`config.mk`:
```
export PLATFORM = sky130hd
export DESIGN_NAME = spi_master_ctrl
export DESIGN_NICKNAME = d
export VERILOG_FILES = /design/src/rtl/spi_master_ctrl.sv
export SDC_FILE = /design/constraint.sdc
export NUM_CORES = 1
export LEC_CHECK = 0
export ABC_CLOCK_PERIOD_IN_PS = 4140
export CORE_UTILIZATION = 60
export CTS_CLUSTER_SIZE = 40
export DETAILED_ROUTE_END_ITERATION = 16
export PLACE_DENSITY = 0.84
export SETUP_SLACK_MARGIN = 0.15
export SLEW_MARGIN = 40
export SYNTH_ARGS = -nofsm -noshare
export SYNTH_HDL_FRONTEND = slang
export SYNTH_SLANG_ARGS = --single-unit
```
`constraint.sdc`:
```
create_clock -name clk -period 4.14 [get_ports clk]
set_clock_uncertainty 0.15 [all_clocks]
set_input_delay 0.828 -clock clk [delete_from_list [all_inputs] [get_ports clk]]
set_output_delay 0.828 -clock clk [all_outputs]
set_load 0.01 [all_outputs]
```
`src/rtl/spi_master_ctrl.sv`:
```
// rtl/spi_master_ctrl.sv - command-driven SPI master: 10-bit command frames out, 8-bit read responses in
module spi_master_ctrl #(
  parameter int RD_LAT = 2,
  parameter int GAP    = 1
) (
  input  logic       clk,
  input  logic       rst_n,
  input  logic       cmd_valid,
  output logic       cmd_ready,
  input  logic [1:0] cmd_op,
  input  logic [7:0] cmd_data,
  output logic       rsp_valid,
  output logic [7:0] rsp_data,
  output logic       busy,
  output logic       SS_n,
  output logic       MOSI,
  input  logic       MISO
);

  // Shared counter for the turnaround wait and the inter-frame gap.
  localparam int               CNT_W    = 8;
  localparam logic [CNT_W-1:0] LAT_LAST = CNT_W'(RD_LAT - 1);
  localparam logic [CNT_W-1:0] GAP_LAST = CNT_W'(GAP - 1);

  typedef enum logic [2:0] {
    S_IDLE,
    S_START,
    S_SHIFT,
    S_WAIT,
    S_RECV,
    S_END
  } state_t;

  state_t           r_state, w_state_nxt;
  logic [9:0]       r_frame, w_frame_nxt;
  logic             r_is_rd, w_is_rd_nxt;
  logic [3:0]       r_bit_cnt, w_bit_cnt_nxt;
  logic [CNT_W-1:0] r_cnt, w_cnt_nxt;
  logic [7:0]       r_rx, w_rx_nxt;
  logic             w_mosi_nxt;
  logic             w_rsp_load;

  logic             r_ss_n;
  logic             r_mosi;
  logic             r_cmd_ready;
  logic             r_busy;
  logic             r_rsp_valid;
  logic [7:0]       r_rsp_data;

  assign SS_n      = r_ss_n;
  assign MOSI      = r_mosi;
  assign cmd_ready = r_cmd_ready;
  assign busy      = r_busy;
  assign rsp_valid = r_rsp_valid;
  assign rsp_data  = r_rsp_data;

  // Next-state logic; MOSI is computed one cycle ahead so the pin comes straight from a flop.
  always_comb begin
    w_state_nxt   = r_state;
    w_frame_nxt   = r_frame;
    w_is_rd_nxt   = r_is_rd;
    w_bit_cnt_nxt = r_bit_cnt;
    w_cnt_nxt     = r_cnt;
    w_rx_nxt      = r_rx;
    w_mosi_nxt    = 1'b0;
    w_rsp_load    = 1'b0;
    case (r_state)
      S_IDLE: begin
        if (cmd_valid) begin
          w_frame_nxt = {cmd_op, cmd_data};
          w_is_rd_nxt = (cmd_op == 2'b11);
          w_state_nxt = S_START;
        end
      end
      S_START: begin
        w_state_nxt   = S_SHIFT;
        w_bit_cnt_nxt = 4'd0;
        w_mosi_nxt    = r_frame[9];
        w_frame_nxt   = {r_frame[8:0], 1'b0};
      end
      S_SHIFT: begin
        if (r_bit_cnt != 4'd9) begin
          w_bit_cnt_nxt = r_bit_cnt + 4'd1;
          w_mosi_nxt    = r_frame[9];
          w_frame_nxt   = {r_frame[8:0], 1'b0};
        end else if (r_is_rd) begin
          if (RD_LAT == 0) begin
            w_state_nxt   = S_RECV;
            w_bit_cnt_nxt = 4'd0;
          end else begin
            w_state_nxt = S_WAIT;
            w_cnt_nxt   = '0;
          end
        end else begin
          w_state_nxt = S_END;
          w_cnt_nxt   = '0;
        end
      end
      S_WAIT: begin
        if (r_cnt == LAT_LAST) begin
          w_state_nxt   = S_RECV;
          w_bit_cnt_nxt = 4'd0;
        end else begin
          w_cnt_nxt = r_cnt + CNT_W'(1);
        end
      end
      S_RECV: begin
        w_rx_nxt = {r_rx[6:0], MISO};
        if (r_bit_cnt == 4'd7) begin
          w_state_nxt = S_END;
          w_cnt_nxt   = '0;
          w_rsp_load  = 1'b1;
        end else begin
          w_bit_cnt_nxt = r_bit_cnt + 4'd1;
        end
      end
      S_END: begin
        if (r_cnt == GAP_LAST) begin
          w_state_nxt = S_IDLE;
        end else begin
          w_cnt_nxt = r_cnt + CNT_W'(1);
        end
      end
      default: w_state_nxt = S_IDLE;
    endcase
  end

  // State and datapath registers.
  always_ff @(posedge clk or negedge rst_n) begin
    if (!rst_n) begin
      r_state   <= S_IDLE;
      r_frame   <= '0;
      r_is_rd   <= 1'b0;
      r_bit_cnt <= '0;
      r_cnt     <= '0;
      r_rx      <= '0;
    end else begin
      r_state   <= w_state_nxt;
      r_frame   <= w_frame_nxt;
      r_is_rd   <= w_is_rd_nxt;
      r_bit_cnt <= w_bit_cnt_nxt;
      r_cnt     <= w_cnt_nxt;
      r_rx      <= w_rx_nxt;
    end
  end

  // Output registers decoded from the next state, so no input reaches a pin combinationally.
  always_ff @(posedge clk or negedge rst_n) begin
    if (!rst_n) begin
      r_ss_n      <= 1'b1;
      r_mosi      <= 1'b0;
      r_cmd_ready <= 1'b1;
      r_busy      <= 1'b0;
      r_rsp_valid <= 1'b0;
      r_rsp_data  <= 8'h00;
    end else begin
      r_ss_n      <= (w_state_nxt == S_IDLE) || (w_state_nxt == S_END);
      r_mosi      <= w_mosi_nxt;
      r_cmd_ready <= (w_state_nxt == S_IDLE);
      r_busy      <= (w_state_nxt != S_IDLE);
      r_rsp_valid <= w_rsp_load;
      if (w_rsp_load) begin
        r_rsp_data <= w_rx_nxt;
      end
    end
  end

endmodule
```
==> impl_results.md, run 1 <==
* Setup TNS at 0 ns
* Filler Cell Count at ~290
* Tot GR Track Use at 0.2346
* DRC at 0
* Yosys top cell by area: dfrtp_1
* I/O Buffers at 26
* Synth Area in XOR/XNOR at 0.01761
* CTS tree: built
* CTS Root Cell: clkbuf_8
* Syn_area_per_cell at between 10 and 15 um^2
* Fin crit period at ~2.9 ns
* Resize count post-CTS at 0
* Placer congestion estimate at approximately 0.78
* Hold Crit Class: reg -> reg
* Largest net degree at the start of global routing at 47
* Proportion of layout cells with a drive suffix above 1 at 0.2000
* RSZ-0062 raised after global routing: false
* Syn Std Cell Area at 2487 um^2
* Grt total ovfl at 0
* Post-DP HPWL at between 3 and 4 mm
* Data required time of the worst path at between 4 and 5 ns
* Hold path startpoint: r_rx[0]
* Pwr/cell area at roughly 610 nW/um^2
* Adder-cell area share of the yosys netlist at 0.02515
* Prevailing post-synth register cell: dfrtp_1
* Asr flop ratio synth at 1.000
* Synth Area in Simple Gates at 0.2103
* Clk buf depth at 2
* Vias in the first global route at between 1500 and 2000
* Core footprint at ~4000 um^2
* Yosys reg bits at 46
* Final Worst Setup Slack at around 1.2 ns
* Final Hold Viols at 0
* Row Count at 23
* Clock sinks at 46
* # hold bufs at CTS at 0
* Relative slew slack at 0.4720
* Worst Reg2Reg Path Length in Cells at 5
* Critical path endpoint category: register
* Clk_lat worst skew at slightly above 0.3 ns
* Worst reg2reg startpoint: r_state[2]
* Worst Setup Start Kind: register
* Reg2Reg Setup Slack at 1.24 ns
* Setup repair bufs after CTS at 0
* Chip width at 66.39 um
* Syn Inst Count at ~230
* Distinct cell type count after synthesis at 55
* RR Endpoint: r_bit_cnt[1]
* CTS Buf Count at 5
* Sequential Area at approximately 1200 um^2
* Htree depth at 2
* NumNets Final at around 270
* Top Ports at 27
* Drt wl/cell at ~15 um
* Die Footprint at ~4400 um^2
* Number of flops mapped to enable cells by yosys at 0
* Tightest Pin Transition at a little under 0.8 ns
* Leakage at about 0.0013 uW
* Antenna violations before repair at 0
* Most common cell in the synthesized netlist: dfrtp_1
* WP data arrival at about 2.9 ns
* Hold Path End: rsp_data[1]
* Outcome: completed
* Final Max Tran Viols at 0
* Yosys warns at 0
* Worst Hold Depth at 2
* Crit path kind: reg -> reg
* Max Freq at ~0.35 GHz
* Sequential fraction of the synthesis area at 0.4638
* Total Wirelength at 4.528 mm
* Mux contribution to synthesized area at 0.1388
* Area growth syn-to-layout at 14.13%
* Dpl ws at approximately 1.3 ns
* # Max-Cap Violations at 0
* Worst vdd ir at between 0.4 and 0.5 mV
* Antenna fix cells at 0
* Main combinational cell family by area after synthesis: simple AND/OR/NAND/NOR gates
* Fin crit share at 0.6993
* Routed via count at about 1800
* Drt first pass iters at 4
* Clock transition at path regs at 0.09 ns
* Mapped Nets at roughly 250
* Area of the multi-input gates at roughly 1200 um^2
* Worst-path fanout max at 24
* Post-synth top cells: dfrtp_1, nand2_1, mux2_2
* Post-synth top area share at 0.4427
* Final setup viols at 0
* Post-synthesis compound-gate area fraction at 0.1056
* First-pass GRT wire length at around 7.6 mm
* Vias per Instance at 5.870
* Main area contributors after synthesis: dfrtp_1, mux2_2, nand2_1
* DRT iter0 DRCs at roughly 200
* Die height at between 60 and 70 um
* ANT nets after route at 0
* Initial core utilization at 0.6218
sequential cells by signal, indices dropped and copies added (netlist names):
| register | count |
|---|---|
| r_frame | 10 |
| r_cnt | 8 |
| rsp_data | 8 |
| r_rx | 7 |
| r_bit_cnt | 4 |
| r_state | 3 |
| MOSI | 1 |
| SS_n | 1 |
| busy | 1 |
| cmd_ready | 1 |
| r_is_rd | 1 |
| rsp_valid | 1 |
kinds of logic after synthesis:
logic type      Yosys count
simple gates             87
compound gates           34
xor+xnor                  5
buf+inv                  20
fa+ha+maj                 5
mux                      31
flops                    46
power breakdown:
part           switching [uW]  internal [uW]
clock network             163            122
registers                 138            570
logic                     334            395
worst max path at each step:
| stage | start | endpoint | slack (ns) | cells after the start |
|---|---|---|---|---|
| after floorplan | r_state[1] | r_frame[2] | 2.24 | 6 |
| after global placement | r_state[2] | r_bit_cnt[0] | 1.39 | 5 |
| after detailed placement | r_state[2] | r_bit_cnt[1] | 1.27 | 5 |
| after CTS | r_state[2] | r_bit_cnt[1] | 1.27 | 5 |
| after global routing | r_state[2] | r_bit_cnt[1] | 1.05 | 5 |
| final | r_state[2] | r_bit_cnt[1] | 1.24 | 5 |
worst max-delay path, cell delays in order (launching register included):
cell,delay (ns)
dfrtp_1,0.86
nor3b_4,0.60
nand4b_4,0.36
inv_2,0.32
nor3_1,0.12
a221o_1,0.36
layout by cell type (no fill, tap or decap), drive strengths merged, types with 5 or more instances in the layout:
master and n:
a21oi 5, ha 5, clkbuf 5, nor3 7
inv 8, nand2 29, mux2 28, nand4 5
nand3 9, nand3b 5, dfrtp 44, nand2b 7
clkdlybuf4s50 25, o21ai 6, nor2 6
per-stage QoR:
step,hold WS (ns),total power [uW],utilization,std cells,area (um^2)
floorplan,0.2848,1290,-,228,2487
global placement,0.3046,1419,0.6847,292,2739
detailed placement,0.3053,1446,0.6863,292,2745
CTS,0.3298,1739,0.7097,300,2839
global route,0.3615,1846,0.7097,300,2839
finish,0.3368,1723,0.7097,300,2839
routing by layer:
| layer | wire length, um | share of wire | global-route usage |
|---|---|---|---|
| met1 | 2152 | 0.48 | 0.3175 |
| met2 | 2081 | 0.46 | 0.3635 |
| met3 | 216 | 0.048 | 0.05000 |
| met4 | 78 | 0.017 | 0.09574 |
| met5 | 0 | 0 | 0 |
area by class of cell:
| type | instances | share of cell area |
|---|---|---|
| Multi-Input combinational cell | 162 | 0.4372 |
| Sequential cell | 46 | 0.4063 |
| Timing Repair Buffer | 26 | 0.09079 |
| Clock buffer | 5 | 0.02424 |
| Tap cell | 50 | 0.02204 |
| Inverter | 8 | 0.01058 |
| Clock inverter | 3 | 0.008814 |
Note: power is estimated with default switching activity, not from simulation.
==> inputs of run 2 (changes only) <==
--- a/config.mk
+++ b/config.mk
@@ -5,11 +5,11 @@
 export SDC_FILE = /design/constraint.sdc
 export NUM_CORES = 1
 export LEC_CHECK = 0
-export ABC_CLOCK_PERIOD_IN_PS = 4140
-export CORE_UTILIZATION = 60
+export ABC_CLOCK_PERIOD_IN_PS = 2750
+export CORE_UTILIZATION = 56
 export CTS_CLUSTER_SIZE = 40
 export DETAILED_ROUTE_END_ITERATION = 16
-export PLACE_DENSITY = 0.84
+export PLACE_DENSITY = 0.79
 export SETUP_SLACK_MARGIN = 0.15
 export SLEW_MARGIN = 40
 export SYNTH_ARGS = -nofsm -noshare
==> constraint.sdc (replaced) <==
create_clock -name clk -period 2.75 [get_ports clk]
set_clock_uncertainty 0.15 [all_clocks]
set_input_delay 0.55 -clock clk [delete_from_list [all_inputs] [get_ports clk]]
set_output_delay 0.55 -clock clk [all_outputs]
set_load 0.01 [all_outputs]
==> run 2 against run 1 <==
  * Power up 58%
  * Sequential cell count stayed put
  * Combinational power rose by 62%
  * Hold slack worse by 0.25 ns
  * Final area rose by 2.7%
  * Critical path type unchanged
==> impl_results.md, run 2 (synthesis results as in run 1) <==
* Hold Crit Class: in -> async
* Final Hold Viols at 0
* Biggest register: r_frame
* Relative slew slack at 0.6109
* ANT nets after route at 0
* Data required time of the worst path at between 2 and 3 ns
* Final setup viols at 0
* Worst vdd ir at approximately 0.74 mV
* Sequential Area at between 1000 and 1500 um^2
* Pwr/cell area at 935.9 nW/um^2
* CTS Buf Count at 5
* Top Ports at 27
* DRC at 0
* Met2 wire length at about 2.2 mm
* Area growth syn-to-layout at 17.25%
* Setup TNS at 0 ns
* Critical path endpoint category: register
* Clk_lat worst skew at about 0.3 ns
* Worst reg2reg startpoint: r_cnt[1]
* Setup repair bufs after CTS at 0
* Clock sinks at 46
* NumNets Final at 275
* Worst-path fanout max at 6
* Htree depth at 2
* Tightest Pin Transition at 0.5836 ns
* I/O Buffers at 26
* Core footprint at a little over 4000 um^2
* Die height at slightly below 70 um
* Initial core utilization at 0.6002
* Area of the multi-input gates at 1237 um^2
* Proportion of layout cells with a drive suffix above 1 at 0.2148
* Drt first pass iters at 4
* Final Max Tran Viols at 0
* Drt wl/cell at 15.90 um
* DR top layer: met4
* DR WL met3 at 240 um
* WP data arrival at 2.26 ns
* Fin crit share at 0.7925
* Row Count at 23
* Leakage at between 0.001 and 0.0015 uW
* Most common cell after layout, fill and taps aside: dfrtp_1
* Tot GR Track Use at 0.2454
* Chip width at 68.65 um
* Largest net degree at the start of global routing at 25
* Worst Setup Start Kind: register
* Final core utilization at 0.7038
* Die Footprint at 4712 um^2
* # Max-Cap Violations at 0
* Post-DP HPWL at between 3 and 4 mm
* Total Wirelength at 4.866 mm
* CTS tree: built
* Routed via count at around 1800
* Fin crit period at about 2.2 ns
* CTS Root Cell: clkbuf_8
* Antenna fix cells at 0
* Filler Cell Count at approximately 360
* Worst setup startpoint: r_cnt[1]
* Vias in the first global route at between 1500 and 2000
* Grt total ovfl at 0
* Placer congestion estimate at around 0.85
* Commonest cells after routing, fill and taps aside: dfrtp_1, nand2_1, mux2_2, clkdlybuf4s50_1, nand3_1
* Crit path kind: reg -> reg
* # hold bufs at CTS at 0
* Resize count post-CTS at 0
* RSZ-0062 raised after global routing: false
* Antenna violations before repair at 0
* Clock transition at path regs at approximately 0.08 ns
* Max Freq at 0.4588 GHz
* First-pass GRT wire length at approximately 8.3 mm
* Post-Route M1 WL at roughly 2.3 mm
* Clk buf depth at 2
* Vias per Instance at around 6.0
* Outcome: completed
* DRT iter0 DRCs at 132
* Number of flip-flops in the largest register at 10
## run 2: per-stage QoR
step / instances / cell area, um^2 / power (uW) / setup slack, ns / hold slack [ns]
after floorplan: 228 / 2487 / 1942 / 0.8460 / 0.1044
after CTS: 306 / 2917 / 2736 / 0.5913 / 0.1046
after detailed placement: 299 / 2804 / 2220 / 0.5774 / 0.3132
final: 306 / 2917 / 2730 / 0.5706 / 0.08620
after global placement: 299 / 2804 / 2183 / 0.5972 / 0.3023
after global routing: 306 / 2917 / 2909 / 0.3584 / 0.1222
## run 2: area by class of cell
cell class                 count  share of cell area
multi-input combinational    162              0.4243
inverter                       8             0.01030
sequential                    46              0.3955
tap                           50             0.02145
timing repair buffer          33              0.1098
clock buffer                   6             0.02831
clock inverter                 1             0.01030
## run 2: worst max-delay path, stage by stage (launching register included)
cell     delay (ns)
dfrtp_1        0.40
inv_1          0.10
ha_1           0.15
nor3b_1        0.36
a21oi_1        0.24
nor4_1         0.34
mux2_2         0.38
## run 2: path summary, 6_finish.rpt
kind	to	slack, ns	depth (start not counted)
max	SS_n	0.57	6
min	rsp_data[6]	0.09	1
max reg2reg	SS_n	0.57	6
min reg2reg	rsp_data[6]	0.32	2
max in group asynchronous	SS_n	1.78	2
min in group clk	rsp_data[6]	0.32	2
## run 2: routing by layer
layer  vias to the layer above  global-route usage
li1                        884                   -
met1                       872              0.3351
met2                        59              0.3725
met3                         9             0.05263
met4                         0              0.1094
met5                         -                   0
## run 2: power by group
part / internal [uW] / total (uW) / switching (uW)
Sequential: 858 / 1040 / 179
Combinational: 629 / 1180 / 552
Clock: 291 / 511 / 220
==> inputs of run 3 (changes only) <==
--- a/config.mk
+++ b/config.mk
@@ -5,7 +5,7 @@
 export SDC_FILE = /design/constraint.sdc
 export NUM_CORES = 1
 export LEC_CHECK = 0
-export ABC_CLOCK_PERIOD_IN_PS = 2750
+export ABC_CLOCK_PERIOD_IN_PS = 2200
 export CORE_UTILIZATION = 56
 export CTS_CLUSTER_SIZE = 40
 export DETAILED_ROUTE_END_ITERATION = 16
==> constraint.sdc (replaced) <==
create_clock -name clk -period 2.2 [get_ports clk]
set_clock_uncertainty 0.15 [all_clocks]
set_input_delay 0.44 -clock clk [delete_from_list [all_inputs] [get_ports clk]]
set_output_delay 0.44 -clock clk [all_outputs]
set_load 0.01 [all_outputs]
==> run 3 against run 2 <==
  * Final cell count rose by 5.6%
  * Combinational power rose by 47%
  * Die area did not move
  * Sequential cell count did not move
  * Routed wire length rose by 5.9%
  * Clock power fell by 0.8%
  * Via count rose by 4.6%
  * Sequential share of layout area fell by 1.6 points
  * Critical path depth did not move
  * Fmax rose by 9.2%
  * Clock-buffer cell count did not move
==> impl_results.md, run 3 (synthesis results as in run 1) <==
* Antenna violations before repair at 0
* Area growth syn-to-layout at 22.33%
* CTS Buf Count at 5
* Relative slew slack at 0.6718
* Final setup viols at 0
* Worst reg2reg startpoint: r_bit_cnt[0]
* Antenna fix cells at 0
* Total Wirelength at around 5.2 mm
* Worst path slowest cell: dfrtp_1
* Clock sinks at 46
* Max Freq at about 0.5 GHz
* Core footprint at 4144 um^2
* Setup TNS at 0 ns
* Hold path startpoint: rsp_data[7]
* Area of the multi-input gates at 1264 um^2
* Combinational power share at 0.499
* DRC at 0
* Fin crit period at 1.997 ns
* Top Ports at 27
* CTS tree: built
* Worst Hold Depth at 2
* DRT iter0 DRCs at 95
* Placer congestion estimate at ~0.9
* Routed via count at ~1900
* Sequential Area at about 1200 um^2
* First-pass GRT wire length at about 8.4 mm
* NumNets Final at 291
* Worst Setup Start Kind: register
* ANT nets after route at 0
* Worst vdd ir at 0.6936 mV
* Critical path, cell by cell: ha_1 -> nand3b_1 -> nand3_1 -> a21oi_4 -> buf_12 -> mux2_2
* Number of flip-flops in the largest register at 10
* Die height at 68.65 um
* Post-DP HPWL at roughly 3.7 mm
* Seq pwr share at 0.356
* Final Max Tran Viols at 0
* Leakage at approximately 0.0014 uW
* Htree depth at 2
* Commonest cells after routing, fill and taps aside: dfrtp_1, nand2_1, mux2_2, clkdlybuf4s50_1, buf_4
* Reg2Reg Setup Slack at roughly 0.2 ns
* Worst Reg2Reg Path Length in Cells at 6
* Initial core utilization at 0.6002
* Int Power at 2243 uW
* Drt first pass iters at 4
* RSZ-0062 raised after global routing: true
* Switching pwr at 1249 uW
* Die Footprint at between 4000 and 5000 um^2
* Critical path endpoint category: register
* Clk buf depth at 2
* Largest net degree at the start of global routing at 22
* Clock transition at path regs at about 0.09 ns
* Tightest Pin Transition at about 0.49 ns
* Clk pwr share at 0.145
* Chip width at 68.65 um
* Pwr/cell area at around 1100 nW/um^2
* I/O Buffers at 26
* Hold Crit Class: reg -> reg
* # Max-Cap Violations at 0
* Placed Area at 2851 um^2
* CTS Root Cell: clkbuf_8
* Final Hold Viols at 0
* Clk_lat worst skew at 0.30 ns
* Crit path largest cell delay at roughly 0.46 ns
* Data required time of the worst path at ~2.2 ns
* Fin crit share at 0.9076
* Drt wl/cell at 15.96 um
* Grt total ovfl at 0
* Tot GR Track Use at 0.2489
* Hold Path End: rsp_data[7]
* Filler Cell Count at ~310
* Vias in the first global route at 1803
* Biggest register: r_frame
* Sw Ratio at 0.3576
* WP data arrival at slightly above 2 ns
* Vias per Instance at roughly 6
* Proportion of layout cells with a drive suffix above 1 at 0.2747
* Row Count at 23
* Outcome: completed
* RR Endpoint: r_frame[2]
* Worst-path fanout max at 10
* Final instance area at slightly above 3000 um^2
* Crit path kind: reg -> reg
* Most common cell after layout, fill and taps aside: dfrtp_1
[run 3: cell count changes in the layout (fill, tap and decap cells not counted), sizes merged]
cell	change
bufinv	-1
buf	+15
dlygate4sd3	+1
clkinv	+2
[run 3: final cells by class]
class | count | area share
multi-input combinational | 162 | 0.4153
sequential | 46 | 0.3795
timing repair buffer | 49 | 0.1456
clock buffer | 6 | 0.02385
tap | 50 | 0.02056
inverter | 8 | 0.01069
clock inverter | 2 | 0.004523
[run 3: power by group through the flow]
stage	sequential, uW	clock, uW	combinational (uW)
floorplan	1210	0	1220
global placement	1240	0	1590
detailed placement	1250	0	1620
CTS	1240	520	1640
global route	1270	551	1920
finish	1240	507	1740
[run 3: stage by stage]
| stage | setup WS [ns] | power [uW] | util | std cells | hold WS [ns] |
|---|---|---|---|---|---|
| floorplan | 0.2960 | 2428 | - | 228 | -0.005591 |
| global placement | 0.1178 | 2835 | 0.6881 | 307 | 0.2571 |
| detailed placement | 0.1135 | 2877 | 0.6881 | 307 | 0.2618 |
| CTS | 0.1711 | 3403 | 0.7144 | 316 | 0.3329 |
| global route | 0.09174 | 3738 | 0.7343 | 323 | 0.3569 |
| finish | 0.2033 | 3492 | 0.7343 | 323 | 0.3265 |
[run 3: worst max path at each step]
stage | startpoint | to | slack (ns) | depth (start not counted)
after floorplan | r_state[1] | r_frame[2] | 0.30 | 6
after global placement | r_cnt[1] | SS_n | 0.12 | 6
after detailed placement | r_cnt[1] | SS_n | 0.11 | 6
after CTS | r_bit_cnt[0] | r_frame[2] | 0.17 | 5
after global routing | r_state[1] | r_bit_cnt[1] | 0.09 | 5
final | r_bit_cnt[0] | r_frame[2] | 0.20 | 6
[run 3: timing repair]
action	CTS	global route
pin swaps	1	4
resized for setup	4	3
endpoints found under the hold margin	19	0
setup buffers	0	7
hold buffers	1	0
endpoints found under the setup margin	5	22
[run 3: per-layer routing]
metal  vias to the layer above  wire length, um  global-route usage
li1                        912                -                   -
met1                       931             2256              0.3204
met2                        57             2567              0.4105
met3                         7              246             0.05099
met4                         0               85             0.09375
met5                         -                0                   0
[run 3: critical path: cells and delay by family, from the launching register on]
family | cells | cell delay (ns)
DFF | 1 | 0.46
and+or+nand+nor | 2 | 0.34
muxes | 1 | 0.33
adders and majority gates | 1 | 0.25
AOI/OAI and AO/OA | 1 | 0.21
buffers and inverters | 1 | 0.15
